**src/rtl/sample_capture_pkg.sv**
```systemverilog
// Shared types and constants for the sample_capture block: FSM states,
// decimation mode encodings and mode normalisation.
package sample_capture_pkg;

    localparam int MODE_W = 3;

    typedef enum logic [1:0] {
        ST_IDLE,
        ST_RUN,
        ST_FLUSH
    } state_t;

    typedef enum logic [MODE_W-1:0] {
        MODE_DIV1     = 3'd0,
        MODE_DIV10    = 3'd1,
        MODE_DIV100   = 3'd2,
        MODE_DIV1000  = 3'd3,
        MODE_DIV10000 = 3'd4
    } mode_t;

    // Codes above the last defined mode behave as full rate.
    function automatic logic [MODE_W-1:0] norm_mode(input logic [MODE_W-1:0] m);
        return (m > MODE_DIV10000) ? MODE_DIV1 : m;
    endfunction

endpackage

```
**src/rtl/sample_fifo.sv**
```systemverilog
// Synchronous first-word-fall-through FIFO with synchronous clear and an
// explicit occupancy counter; a push on a full FIFO is accepted only with a pop.
module sample_fifo #(
    parameter int WIDTH = 12,
    parameter int DEPTH = 16
) (
    input  logic                   i_clk,
    input  logic                   i_rst,
    input  logic                   i_push,
    input  logic                   i_pop,
    input  logic                   i_clr,
    input  logic [WIDTH-1:0]       i_data,
    output logic [WIDTH-1:0]       o_data,
    output logic                   o_full,
    output logic                   o_empty,
    output logic [$clog2(DEPTH):0] o_level
);
    localparam int AW = $clog2(DEPTH);
    localparam logic [AW:0] LVL_FULL = (AW+1)'(DEPTH);

    logic [WIDTH-1:0] r_mem [DEPTH];
    logic [AW-1:0]    r_wr_ptr;
    logic [AW-1:0]    r_rd_ptr;
    logic [AW:0]      r_level;
    logic             w_push_ok;
    logic             w_pop_ok;

    assign o_full    = (r_level == LVL_FULL);
    assign o_empty   = (r_level == '0);
    assign w_push_ok = i_push & (~o_full | i_pop);
    assign w_pop_ok  = i_pop & ~o_empty;

    // NOTE: sequential state uses <= so every flop samples pre-edge values.
    always_ff @(posedge i_clk or posedge i_rst) begin
        if (i_rst) begin
            r_wr_ptr <= '0;
            r_rd_ptr <= '0;
            r_level  <= '0;
        end else if (i_clr) begin
            r_wr_ptr <= '0;
            r_rd_ptr <= '0;
            r_level  <= '0;
        end else begin
            if (w_push_ok) r_wr_ptr <= r_wr_ptr + 1'b1;
            if (w_pop_ok)  r_rd_ptr <= r_rd_ptr + 1'b1;
            if (w_push_ok & ~w_pop_ok)
                r_level <= r_level + 1'b1;
            else if (w_pop_ok & ~w_push_ok)
                r_level <= r_level - 1'b1;
        end
    end

    // NOTE: storage has no reset; entries are only observable once written.
    always_ff @(posedge i_clk) begin
        if (w_push_ok & ~i_clr)
            r_mem[r_wr_ptr] <= i_data;
    end

    assign o_data  = r_mem[r_rd_ptr];
    assign o_level = r_level;

endmodule

```
**src/rtl/sample_capture.sv**
```systemverilog
// Sample capture front end: arms on Ready, buffers Enable-strobed samples and
// flushes on a mode change. Define SAMPLE_MODE_TAG_EN to store and expose Out_mode.
module sample_capture
    import sample_capture_pkg::*;
#(
    parameter int DATA_W = 12,
    parameter int DEPTH  = 16
) (
    input  logic                   Fg_clk,
    input  logic                   Reset,
    input  logic                   Ready,
    input  logic                   Enable,
    input  logic [MODE_W-1:0]      Mode,
    input  logic [DATA_W-1:0]      Din,
    output logic                   Out_valid,
    input  logic                   Out_ready,
    output logic [DATA_W-1:0]      Out_data,
`ifdef SAMPLE_MODE_TAG_EN
    output logic [MODE_W-1:0]      Out_mode,
`endif
    output logic [$clog2(DEPTH):0] Level,
    output logic                   Armed,
    output logic                   Overflow
);
`ifdef SAMPLE_MODE_TAG_EN
    localparam int WORD_W = MODE_W + DATA_W;
`else
    localparam int WORD_W = DATA_W;
`endif

    state_t             r_state;
    state_t             w_state_nxt;
    logic [MODE_W-1:0]  r_mode_q;
    logic [MODE_W-1:0]  w_mode_in;
    logic               w_mode_chg;
    logic               w_load_mode;
    logic               w_push;
    logic               w_pop;
    logic               w_clr;
    logic               w_full;
    logic               w_empty;
    logic               r_overflow;
    logic [WORD_W-1:0]  w_wr_word;
    logic [WORD_W-1:0]  w_rd_word;

    assign w_mode_in  = norm_mode(Mode);
    assign w_mode_chg = (w_mode_in != r_mode_q);
    assign Out_valid  = (r_state == ST_RUN) & ~w_empty;
    assign Armed      = (r_state != ST_IDLE);
    assign Overflow   = r_overflow;

    always_ff @(posedge Fg_clk or posedge Reset) begin
        if (Reset) r_state <= ST_IDLE;
        else       r_state <= w_state_nxt;
    end

    // NOTE: every always_comb output gets a default first so no latch is inferred.
    always_comb begin
        w_state_nxt = r_state;
        w_push      = 1'b0;
        w_pop       = 1'b0;
        w_clr       = 1'b0;
        w_load_mode = 1'b0;
        case (r_state)
            ST_IDLE: begin
                if (Ready) begin
                    w_state_nxt = ST_RUN;
                    w_load_mode = 1'b1;
                end
            end
            ST_RUN: begin
                w_pop = Out_valid & Out_ready;
                if (w_mode_chg) w_state_nxt = ST_FLUSH;
                else            w_push      = Enable;
            end
            ST_FLUSH: begin
                w_clr       = 1'b1;
                w_load_mode = 1'b1;
                w_state_nxt = ST_RUN;
            end
            default: w_state_nxt = ST_IDLE;
        endcase
    end

    always_ff @(posedge Fg_clk or posedge Reset) begin
        if (Reset)            r_mode_q <= '0;
        else if (w_load_mode) r_mode_q <= w_mode_in;
    end

    // Sticky until the next flush; a push that coincides with a pop is never a drop.
    always_ff @(posedge Fg_clk or posedge Reset) begin
        if (Reset)                          r_overflow <= 1'b0;
        else if (w_clr)                     r_overflow <= 1'b0;
        else if (w_push & w_full & ~w_pop)  r_overflow <= 1'b1;
    end

`ifdef SAMPLE_MODE_TAG_EN
    assign w_wr_word = {r_mode_q, Din};
    assign Out_mode  = Out_valid ? w_rd_word[WORD_W-1 -: MODE_W] : '0;
`else
    assign w_wr_word = Din;
`endif
    assign Out_data  = Out_valid ? w_rd_word[DATA_W-1:0] : '0;

    sample_fifo #(
        .WIDTH (WORD_W),
        .DEPTH (DEPTH)
    ) u_fifo (
        .i_clk   (Fg_clk),
        .i_rst   (Reset),
        .i_push  (w_push),
        .i_pop   (w_pop),
        .i_clr   (w_clr),
        .i_data  (w_wr_word),
        .o_data  (w_rd_word),
        .o_full  (w_full),
        .o_empty (w_empty),
        .o_level (Level)
    );

endmodule

```
**config.mk**
```make
export PLATFORM = sky130hd
export DESIGN_NAME = sample_capture
export DESIGN_NICKNAME = d
export VERILOG_FILES = /design/src/rtl/sample_capture_pkg.sv /design/src/rtl/sample_fifo.sv /design/src/rtl/sample_capture.sv
export SDC_FILE = /design/constraint.sdc
export NUM_CORES = 1
export LEC_CHECK = 0
export ABC_AREA = 1
export BUFFER_PORTS_ARGS = -buffer_cell sky130_fd_sc_hd__clkbuf_2
export CAP_MARGIN = 40
export CORE_UTILIZATION = 35
export DETAILED_ROUTE_END_ITERATION = 6
export GPL_ROUTABILITY_DRIVEN = 0
export GPL_TIMING_DRIVEN = 0
export PLACE_DENSITY_LB_ADDON = 0.1
export SLEW_MARGIN = 0
export SYNTH_ARGS = -nofsm -noshare
export SYNTH_HDL_FRONTEND = slang
export SYNTH_HIERARCHICAL = 1
export SYNTH_SLANG_ARGS = --single-unit
```
**constraint.sdc**
```tcl
create_clock -name Fg_clk -period 2.71 [get_ports Fg_clk]
set_input_delay 0.542 -clock Fg_clk [delete_from_list [all_inputs] [get_ports Fg_clk]]
set_output_delay 0.542 -clock Fg_clk [all_outputs]
set_load 0.1 [all_outputs]
```
==> results of run 1 <==
[synthesized netlist by cell type, drive strengths merged]
library cell	number	area (µm²)
xor2	2	17.5
buf	25	186
nor2	175	679
clkinv	2	8.75
a211oi	1	7.51
nand3	42	233
o211ai	48	365
nor3	3	15.0
dfrtp	19	475
fa	1	20.0
nand2	64	260
inv	52	200
clkbuf	15	57.6
nand4	3	18.8
ha	9	113
edfxtp	192	5770
a21oi	12	86.3
nand3b	1	7.51
o21ai	105	533
[critical path: cells and delay by family (launching register included)]
family | cells | cell delay, ns
buffers and inverters | 4 | 0.66
and+or+nand+nor | 3 | 0.43
AOI/OAI and AO/OA | 2 | 0.49
DFF | 1 | 0.37
[power by group through the flow]
stage / Sequential, mW / Combinational, mW / Clock (mW)
finish: 3.77 / 4.37 / 3.29
global route: 3.78 / 4.68 / 3.47
CTS: 3.76 / 4.22 / 3.36
detailed placement: 3.83 / 3.51 / 0
global placement: 3.82 / 3.46 / 0
floorplan: 3.99 / 2.45 / 0
[final cells by class]
cell class,instances,share of cell area
plain buffers,39,0.0353
clock buffers,34,0.0576
clock inverters,10,0.0105
inverters,54,0.0202
multi-input cells,466,0.227
flip-flops and latches,211,0.531
well taps,330,0.0350
repair buffers,89,0.0831
[how the worst min path moves through the flow]
| stage | startpoint | end | cells past startpoint |
|---|---|---|---|
| floorplan | Reset | Overflow | 1 |
| global placement | Reset | Overflow | 2 |
| detailed placement | Reset | r_state[0] | 2 |
| CTS | Enable | Overflow | 3 |
| global route | Enable | Overflow | 3 |
| finish | Enable | Overflow | 3 |
[state kept, by name, summed over array words and instances (netlist names)]
signal,count
u_fifo/r_mem,192
Overflow,1
u_fifo/r_rd_ptr,4
u_fifo/o_level,5
r_mode_q,3
r_state,2
u_fifo/r_wr_ptr,4
[layer usage]
| layer | wire length (µm) | track usage |
|---|---|---|
| met3 | 1370 | 0.0262 |
| met2 | 13200 | 0.345 |
| met1 | 11000 | 0.259 |
| met4 | 598 | 0.0620 |
| met5 | 0 | 0 |
[cells by family (layout without fill, tap and decap cells)]
group / count (synthesis) / after routing / synth area share
DFF: 211 / 211 / 0.690
and+or+nand+nor: 288 / 288 / 0.134
AOI/OAI and AO/OA: 166 / 166 / 0.110
buffers and inverters: 94 / 226 / 0.0500
adders and majority gates: 10 / 10 / 0.0147
xor gates and xnor gates: 2 / 2 / 0.00194
[repair_timing]
item / in CTS / in global routing
buffers inserted: 8 / 26
gates resized for setup: 143 / 45
hold buffers: 1 / 0
cloned: 2 / 1
endpoints found under the setup margin: 142 / 159
pin swaps: 49 / 57
endpoints found under the hold margin: 6 / 0
[metrics by stage]
stage	setup slack [ns]	utilization	hold slack, ns	std cells	power [mW]
after floorplan	-0.229	-	0.333	771	6.43
after global placement	-0.958	0.389	0.459	1140	7.28
after detailed placement	-0.753	0.394	0.476	1153	7.34
after CTS	-0.238	0.453	0.302	1208	11.3
after global routing	-0.340	0.467	0.323	1233	11.9
final	-0.281	0.467	0.316	1233	11.4
==> run metrics, run 1 <==
wire length after detailed routing 26200 µm; Root Buffer Master sky130_fd_sc_hd__clkbuf_16; H-tree Lvls 1; clock network power share 0.288; post-route clock skew 0.00718 ns; critical path's slowest cell sky130_fd_sc_hd__o211ai_1; core region area 25300 µm²; Crit Path Category flop to output pin; type of element launching the critical path flop; FF-to-FF End u_fifo/r_mem[0][11]; CTS clk-pin slew, worst paths 0.06 ns; post-route cell area 11800 µm²; clock tree from TritonCTS built; area growth from synthesis to layout 30.3%; vertical die dimension 163 µm; clock tree buffer depth 3; Crit path required time 2.17 ns; final setup vio count 12; maximum clock frequency 334 MHz; area of the multi-input gates 2680 µm²; status complete, but fails checks; DP Wirelength 17600 µm; Max Cap Violations 0; Fin Setup TNS -2.11 ns; starting density of the core 0.358; die width 163 µm; number of nets in the layout 915; unrepaired setup endpoints after global routing yes; drt via density 5.12; initial drt markers 411; path class of the lowest-slack min-delay path primary input to flop; final worst path period need 2.99 ns; Post-route DRC 0; clk sink count 211; highest fanout seen on the critical path 10; final hold violation count 0; total via count in the routed design 6307; Reg2Reg Depth 12; Relative slew margins 0.600; most frequent cells in the layout sky130_fd_sc_hd__edfxtp_1 (192), sky130_fd_sc_hd__nor2_1 (130), sky130_fd_sc_hd__o21ai_0 (78); Cell Chain, Critical Path buf_6 -> buf_4 -> o21ai_0 -> o211ai_1 -> nand3_1 -> nand2_2 -> inv_2 -> nor2_4 -> clkbuf_16; per-instance average area after synthesis 11.7 µm²; maximum ir drop on the vdd rail 0.611 mV; launching element of the worst setup path u_fifo/r_rd_ptr[0]; placed standard-cell area 9960 µm²; First-pass DRT Iterations 5; register bit total from synthesis 211; sequential cell fraction of total power 0.330; Ant. Diodes 0; clock network latency to the later pin of the worst-skew pair 0.51 ns; flop-to-flop setup slack 0.15 ns; I/O Buffers 39; part of the cycle the worst path needs 1.10; internal power 7.24 mW; commonest non-fill, non-tap cell in the layout sky130_fd_sc_hd__edfxtp_1; sequential area share after synthesis 0.690; maximum number of pins on one net before global-route repair 17; fraction of layout cells with a size suffix above 1 0.283; max incr delay on CP 0.38 ns; Final Max Tran Viols 0; total global routing track utilization 0.200; Worst Setup EP Out_data[7]; Seq. cell area 6260 µm²; start of the worst register-to-register path r_state[1]; arrival time at the worst endpoint 2.45 ns; drt wl/cell 21.2 µm; floorplan die area 26500 µm²; number of warnings reported in the yosys synthesis log 6; Syn Std Cell Area 9050 µm²; violations in the final reports setup timing; number of global-route vias before repair 6101; initial antenna violation count 0; remaining antenna violation count after routing 0; number of ports placed on the die boundary 40; nature of the critical path endpoint output pin; switching share of power 0.367; net count of the mapped netlist 801; transition time at the pin with the least slew margin 0.599 ns; power per standard cell area 969 nW/µm²; Worst Setup Slack, final -0.281 ns; relative contribution of combinational cells to total power 0.383; global route overflow 0; standard-cell row count 58; fill count 2311; number of buffers created by CTS 24; leakage power total 4.24 nW; Net Switching 4.19 mW; global-route wire length before repair 38300 µm; library cells used by synthesis 38; number of cells produced by synthesis 771
Power figures use the tool's default switching activity.
==> run 2, diff against run 1 <==
Settings changed: ABC_AREA 1 to 0.
Clock period 2.71 ns to 2.65 ns, I/O delays scaled along.
==> run 2 against run 1 <==
Effect of this change:
- the run still ends with setup timing left
- register-to-register slack got worse by 0.52 ns
- worst hold slack got worse by 0.022 ns
- sequential share of layout area rose by 0.97 points
- critical endpoint is now u_fifo/o_level[3]
- largest cell class unchanged
- largest power group unchanged
==> run metrics, run 2 <==
status complete, but fails checks; violations in the final reports setup timing; number of standard cells in the final layout excluding fillers 915; number of buffers created by CTS 25; kind of cell adding the most delay to the critical path simple AND/OR/NAND/NOR gates; part of the cycle the worst path needs 1.14; per-instance average area after synthesis 18.7 µm²; library cells used by synthesis 50; net count of the mapped netlist 491; area share of the largest cell type after synthesis 0.671; total via count in the routed design 4640; arrival time at the worst endpoint 3.42 ns; clk sink count 211; cell taking the most area after synthesis sky130_fd_sc_hd__edfxtp_1; register bank with the most flops u_fifo/r_mem; area growth from synthesis to layout 34.6%; standard-cell row count 56; Max Cap Violations 0; Primary FF master, synth sky130_fd_sc_hd__edfxtp_1; global route overflow 0; H-tree Lvls 1; unrepaired setup endpoints after global routing yes; CTS clk-pin slew, worst paths 0.06 ns; path class of the lowest-slack min-delay path primary input to flop; final worst path period need 3.02 ns; number of buffer and inverter instances along the worst setup path 3; Crit Path Category flop to flop; maximum ir drop on the vdd rail 0.926 mV; fill count 1956; commonest non-fill, non-tap cell in the layout sky130_fd_sc_hd__edfxtp_1; register bit total from synthesis 211; drt wl/cell 22.4 µm; initial antenna violation count 0; number of warnings reported in the yosys synthesis log 6; clock tree buffer depth 3; Cell Chain, Critical Path or3b_4 -> o32a_1 -> o22a_2 -> nor3b_4 -> nor2b_4 -> mux2i_4 -> buf_4 -> buf_6 -> buf_6 -> ha_4 -> nand3_2 -> nand2_2 -> nor2_2 -> o41ai_2; number of ports placed on the die boundary 40; clock network latency to the later pin of the worst-skew pair 0.51 ns; type of element launching the critical path flop; critical path's slowest cell sky130_fd_sc_hd__dfrtp_1; library cell appearing most often on the critical path sky130_fd_sc_hd__buf_6; final hold violation count 0; clock tree from TritonCTS built; Relative slew margins 0.624; Root Buffer Master sky130_fd_sc_hd__clkbuf_16; core region area 23800 µm²; fraction of layout cells with a size suffix above 1 0.475; First-pass DRT Iterations 4; sequential area share after synthesis 0.726; Final Max Tran Viols 0; total global routing track utilization 0.161; vertical die dimension 159 µm; floorplan die area 25200 µm²; number of global-route vias before repair 4978; Ant. Diodes 0; most frequent cells in the layout sky130_fd_sc_hd__edfxtp_1 (192), sky130_fd_sc_hd__mux4_2 (48), sky130_fd_sc_hd__clkbuf_16 (42); drt via density 5.07; remaining antenna violation count after routing 0; nature of the critical path endpoint flop; wire length after detailed routing 20500 µm; Placed Cells incl. Taps 822; Post-route DRC 0; max FFs per register 192; global-route wire length before repair 30300 µm; transition time at the pin with the least slew margin 0.560 ns; biggest area contributors in the synthesized netlist sky130_fd_sc_hd__edfxtp_1 (67%), sky130_fd_sc_hd__mux4_2 (13%), sky130_fd_sc_hd__dfrtp_1 (5.5%); post-route clock skew 0.0130 ns; max incr delay on CP 0.40 ns; top post-synthesis cells by count sky130_fd_sc_hd__edfxtp_1 (192), sky130_fd_sc_hd__mux4_2 (48), sky130_fd_sc_hd__nor2_1 (31); Worst Setup Slack, final -0.375 ns; DP Wirelength 12400 µm; maximum clock frequency 331 MHz; highest fanout seen on the critical path 4; Fin Setup TNS -39.02 ns; Crit path required time 3.04 ns; cell with the most instances after synthesis sky130_fd_sc_hd__edfxtp_1; count of flip-flops with a built-in enable after synthesis 192; number of cells produced by synthesis 461; share of async-settable or async-resettable flops after synthesis 0.0900; final setup vio count 208; initial drt markers 263; number of nets in the layout 609; die width 159 µm; Syn Std Cell Area 8600 µm²; power per standard cell area 1030 nW/µm²; leakage power total 3.93 nW; starting density of the core 0.362; I/O Buffers 39; maximum number of pins on one net before global-route repair 17
[run 2: cell types whose count changed in the layout (fill, tap and decap cells not counted), sizes merged, moves of 9 or more]
cell | previous run | this run
nor2 | 175 | 31
o21ai | 105 | 8
mux4 | 0 | 48
o211ai | 48 | 4
inv | 51 | 9
nand2 | 64 | 24
nand3 | 42 | 2
a22oi | 0 | 24
and2 | 0 | 16
buf | 73 | 57
a21oi | 12 | 3
[run 2: layout make-up]
type | count | area [µm²] | area share
Clock buffer | 30 | 644 | 0.0557
Inverter | 7 | 26.3 | 0.00227
Clock inverter | 14 | 178 | 0.0154
Tap cell | 319 | 399 | 0.0345
Timing Repair Buffer | 93 | 1220 | 0.106
Buffer | 18 | 221 | 0.0191
Sequential cell | 211 | 6260 | 0.541
Multi-Input combinational cell | 223 | 2620 | 0.227
[run 2: logic make-up after synthesis]
group | synth area share
flip-flops | 0.726
AND/OR/NAND/NOR | 0.0626
XOR/XNOR | 0.00917
AO/OA/AOI/OAI | 0.0451
multiplexers | 0.129
buffers and inverters | 0.0127
adder cells (fa/ha/maj) | 0.0154
[run 2: per-stage QoR]
stage / area, µm² / total power [mW] / util / setup WS [ns] / hold WS (ns)
after floorplan: 8790 / 6.58 / - / -0.347 / 0.321
after global placement: 9380 / 7.25 / 0.395 / -0.807 / 0.440
after detailed placement: 9420 / 7.29 / 0.397 / -0.880 / 0.447
after CTS: 11300 / 11.7 / 0.475 / -0.378 / 0.281
after global routing: 11600 / 12.4 / 0.487 / -0.491 / 0.311
final: 11600 / 11.9 / 0.487 / -0.375 / 0.294
[run 2: layer usage]
layer / track usage / part of all wire / vias to the layer above
met1: 0.206 / 0.43 / 2418
met3: 0.0240 / 0.039 / 33
met5: 0 / 0 / -
li1: - / - / 2090
met2: 0.284 / 0.51 / 99
met4: 0.0450 / 0.019 / 0
[run 2: final timing paths]
check	start	endpoint	slack, ns	cells after the start
min	Mode[0]	r_mode_q[0]	0.29	3
max	r_mode_q[1]	u_fifo/o_level[3]	-0.37	14
max reg2reg	r_mode_q[1]	u_fifo/o_level[3]	-0.37	14
min reg2reg	Overflow	Overflow	0.55	2
min in group asynchronous	Reset	r_state[1]	0.47	3
max in group asynchronous	Reset	u_fifo/o_level[1]	1.63	3
[run 2: timing repair]
item                                    4_1_cts  5_1_grt
pin swaps                                    32       25
setup buffers                                34       10
hold endpoints to repair                      6        0
gates resized for setup                     114       24
hold buffers                                  1        0
gates cloned                                  2        5
endpoints found under the setup margin      197      210
[run 2: worst reg2reg max path, cell delays in order (launching register included)]
cell,delay (ns)
sky130_fd_sc_hd__dfrtp_1,0.40
sky130_fd_sc_hd__or3b_4,0.39
sky130_fd_sc_hd__o32a_1,0.17
sky130_fd_sc_hd__o22a_2,0.23
sky130_fd_sc_hd__nor3b_4,0.25
sky130_fd_sc_hd__nor2b_4,0.22
sky130_fd_sc_hd__mux2i_4,0.10
sky130_fd_sc_hd__buf_4,0.17
sky130_fd_sc_hd__buf_6,0.10
sky130_fd_sc_hd__buf_6,0.11
sky130_fd_sc_hd__ha_4,0.28
sky130_fd_sc_hd__nand3_2,0.08
sky130_fd_sc_hd__nand2_2,0.08
sky130_fd_sc_hd__nor2_2,0.04
sky130_fd_sc_hd__o41ai_2,0.27
[run 2: report_power, final]
group / leakage [nW] / switching (mW) / total (mW) / internal (mW)
clock: 0.404 / 1.29 / 3.41 / 2.12
combinational: 1.55 / 2.54 / 4.61 / 2.08
sequential: 1.97 / 0.133 / 3.91 / 3.77
==> run 3, diff against run 2 <==
Settings changed: SKIP_LAST_GASP set to 1.
==> run 3 against run 2 <==
Effect of this change:
- the run still ends with setup timing left
- clock skew grew 0.0021 ns
- combinational power hardly changed
- cell area fell by 0.30%
- setup slack worse by 0.0020 ns
- fmax about the same
- flip-flop and latch count did not move
==> run metrics, run 3 (synthesized netlist as in run 2, its figures left out) <==
max FFs per register 192; drt wl/cell 22.3 µm; number of ports placed on the die boundary 40; Post-route DRC 0; transition time at the pin with the least slew margin 0.553 ns; clock network power share 0.286; flop-to-flop setup slack -0.38 ns; Net Switching 3.95 mW; First-pass DRT Iterations 4; register bank with the most flops u_fifo/r_mem; total via count in the routed design 4666; arrival time at the worst endpoint 3.42 ns; die width 159 µm; standard-cell row count 56; core region area 23800 µm²; maximum number of pins on one net before global-route repair 17; hold-critical path endpoint r_mode_q[0]; path class of the lowest-slack min-delay path primary input to flop; I/O Buffers 39; switching share of power 0.332; Crit path required time 3.04 ns; worst min-delay path startpoint Mode[0]; number of buffers created by CTS 25; drt via density 5.08; Fin Setup TNS -38.67 ns; relative contribution of combinational cells to total power 0.385; status complete, but fails checks; post-route clock skew 0.0151 ns; Relative slew margins 0.629; fill count 1964; starting density of the core 0.362; start of the worst register-to-register path r_mode_q[1]; hold_ws 0.291 ns; fraction of layout cells with a size suffix above 1 0.476; Cell Chain, Critical Path or3b_4 -> o32a_1 -> o22a_2 -> nor3b_4 -> nor2b_4 -> mux2i_4 -> buf_4 -> buf_6 -> buf_6 -> ha_4 -> nand3_2 -> nand2_2 -> nor2_2 -> o41ai_2; wire length after detailed routing 20500 µm; global route overflow 0; launching element of the worst setup path r_mode_q[1]; maximum clock frequency 330 MHz; Root Buffer Master sky130_fd_sc_hd__clkbuf_16; internal power 7.94 mW; part of the cycle the worst path needs 1.14; type of element launching the critical path flop; nature of the critical path endpoint flop; number of global-route vias before repair 4938; final hold violation count 0; max incr delay on CP 0.41 ns; global-route wire length before repair 30000 µm; area growth from synthesis to layout 34.2%; Ant. Diodes 0; highest fanout seen on the critical path 4; critical path's slowest cell sky130_fd_sc_hd__dfrtp_1; H-tree Lvls 1; kind of cell adding the most delay to the critical path simple AND/OR/NAND/NOR gates; Worst Setup Slack, final -0.377 ns; commonest non-fill, non-tap cell in the layout sky130_fd_sc_hd__edfxtp_1; DP Wirelength 12400 µm; leakage power total 3.92 nW; most frequent cells in the layout sky130_fd_sc_hd__edfxtp_1 (192), sky130_fd_sc_hd__mux4_2 (48), sky130_fd_sc_hd__clkbuf_16 (34); clock network latency to the later pin of the worst-skew pair 0.52 ns; clock tree from TritonCTS built; vertical die dimension 159 µm; Max Cap Violations 0; Crit Path Category flop to flop; remaining antenna violation count after routing 0; CTS clk-pin slew, worst paths 0.05 ns; sequential cell fraction of total power 0.328; violations in the final reports setup timing; clock tree buffer depth 3; power per standard cell area 1030 nW/µm²; clk sink count 211; final worst path period need 3.03 ns; final setup vio count 208; Final Max Tran Viols 0; number of buffer and inverter instances along the worst setup path 3; FF-to-FF End u_fifo/o_level[3]; Reg2Reg Depth 14; maximum ir drop on the vdd rail 0.927 mV; unrepaired setup endpoints after global routing yes; Min-Delay Path Depth 3; initial antenna violation count 0; library cell appearing most often on the critical path sky130_fd_sc_hd__buf_6; initial drt markers 270; floorplan die area 25200 µm²; total global routing track utilization 0.160; number of nets in the layout 612
[run 3: cell types whose count changed in the layout (fill, tap and decap cells not counted), sizes merged]
cell	previous run	this run
clkbuf	83	76
buf	57	67
[run 3: routing by layer]
metal | track usage | vias up | part of all wire
li1 | - | 2097 | -
met3 | 0.0232 | 32 | 0.048
met5 | 0 | - | 0
met1 | 0.206 | 2431 | 0.42
met2 | 0.281 | 106 | 0.52
met4 | 0.0450 | 0 | 0.019
[run 3: worst reg2reg max path, delay by kind of cell (launching register included)]
| kind | cells | cell delay [ns] |
|---|---|---|
| and+or+nand+nor | 6 | 1.06 |
| AOI/OAI and AO/OA | 3 | 0.67 |
| DFF | 1 | 0.41 |
| buffers and inverters | 3 | 0.38 |
| adders and majority gates | 1 | 0.28 |
| muxes | 1 | 0.10 |
[run 3: how the worst max path moves through the flow]
stage,endpoint,slack (ns),cells past startpoint
final,u_fifo/o_level[3],-0.38,14
after floorplan,u_fifo/o_level[4],-0.35,11
after CTS,u_fifo/o_level[4],-0.38,11
after global routing,u_fifo/o_level[4],-0.49,11
after detailed placement,u_fifo/r_mem[2][4],-0.88,8
after global placement,u_fifo/r_mem[12][6],-0.81,8
[run 3: through the flow]
stage / area, µm² / worst slack (ns) / total power [mW] / utilization / instances
after floorplan: 8790 / -0.347 / 6.58 / - / 461
after global routing: 11500 / -0.491 / 12.4 / 0.486 / 918
after detailed placement: 9420 / -0.880 / 7.29 / 0.397 / 822
after global placement: 9380 / -0.807 / 7.25 / 0.395 / 819
final: 11500 / -0.377 / 11.9 / 0.486 / 918
after CTS: 11200 / -0.378 / 11.5 / 0.471 / 901
[run 3: cell type report]
type                       count  area (µm²)  area share
clock buffer                  30         644      0.0559
tap                          319         399      0.0346
multi-input combinational    223        2620       0.227
sequential                   211        6260       0.542
buffer                        18         219      0.0190
timing repair buffer          96        1190       0.103
inverter                       7        26.3     0.00228
clock inverter                14         178      0.0154
[run 3: power groups by stage]
| stage | clock network, mW | registers [mW] | logic (mW) |
|---|---|---|---|
| 3_5_place_dp | 0 | 3.98 | 3.31 |
| 2_1_floorplan | 0 | 4.18 | 2.40 |
| 5_1_grt | 3.62 | 3.93 | 4.83 |
| 3_3_place_gp | 0 | 3.97 | 3.28 |
| 4_1_cts | 3.49 | 3.91 | 4.12 |
| 6_report | 3.41 | 3.91 | 4.58 |
[run 3: repair_timing]
item / 4_1_cts / 5_1_grt
resized for setup: 101 / 41
pin swaps: 32 / 25
endpoints found under the hold margin: 6 / 0
hold buffers: 1 / 0
setup endpoints to repair: 197 / 210
setup buffers: 34 / 14
gates cloned: 2 / 4
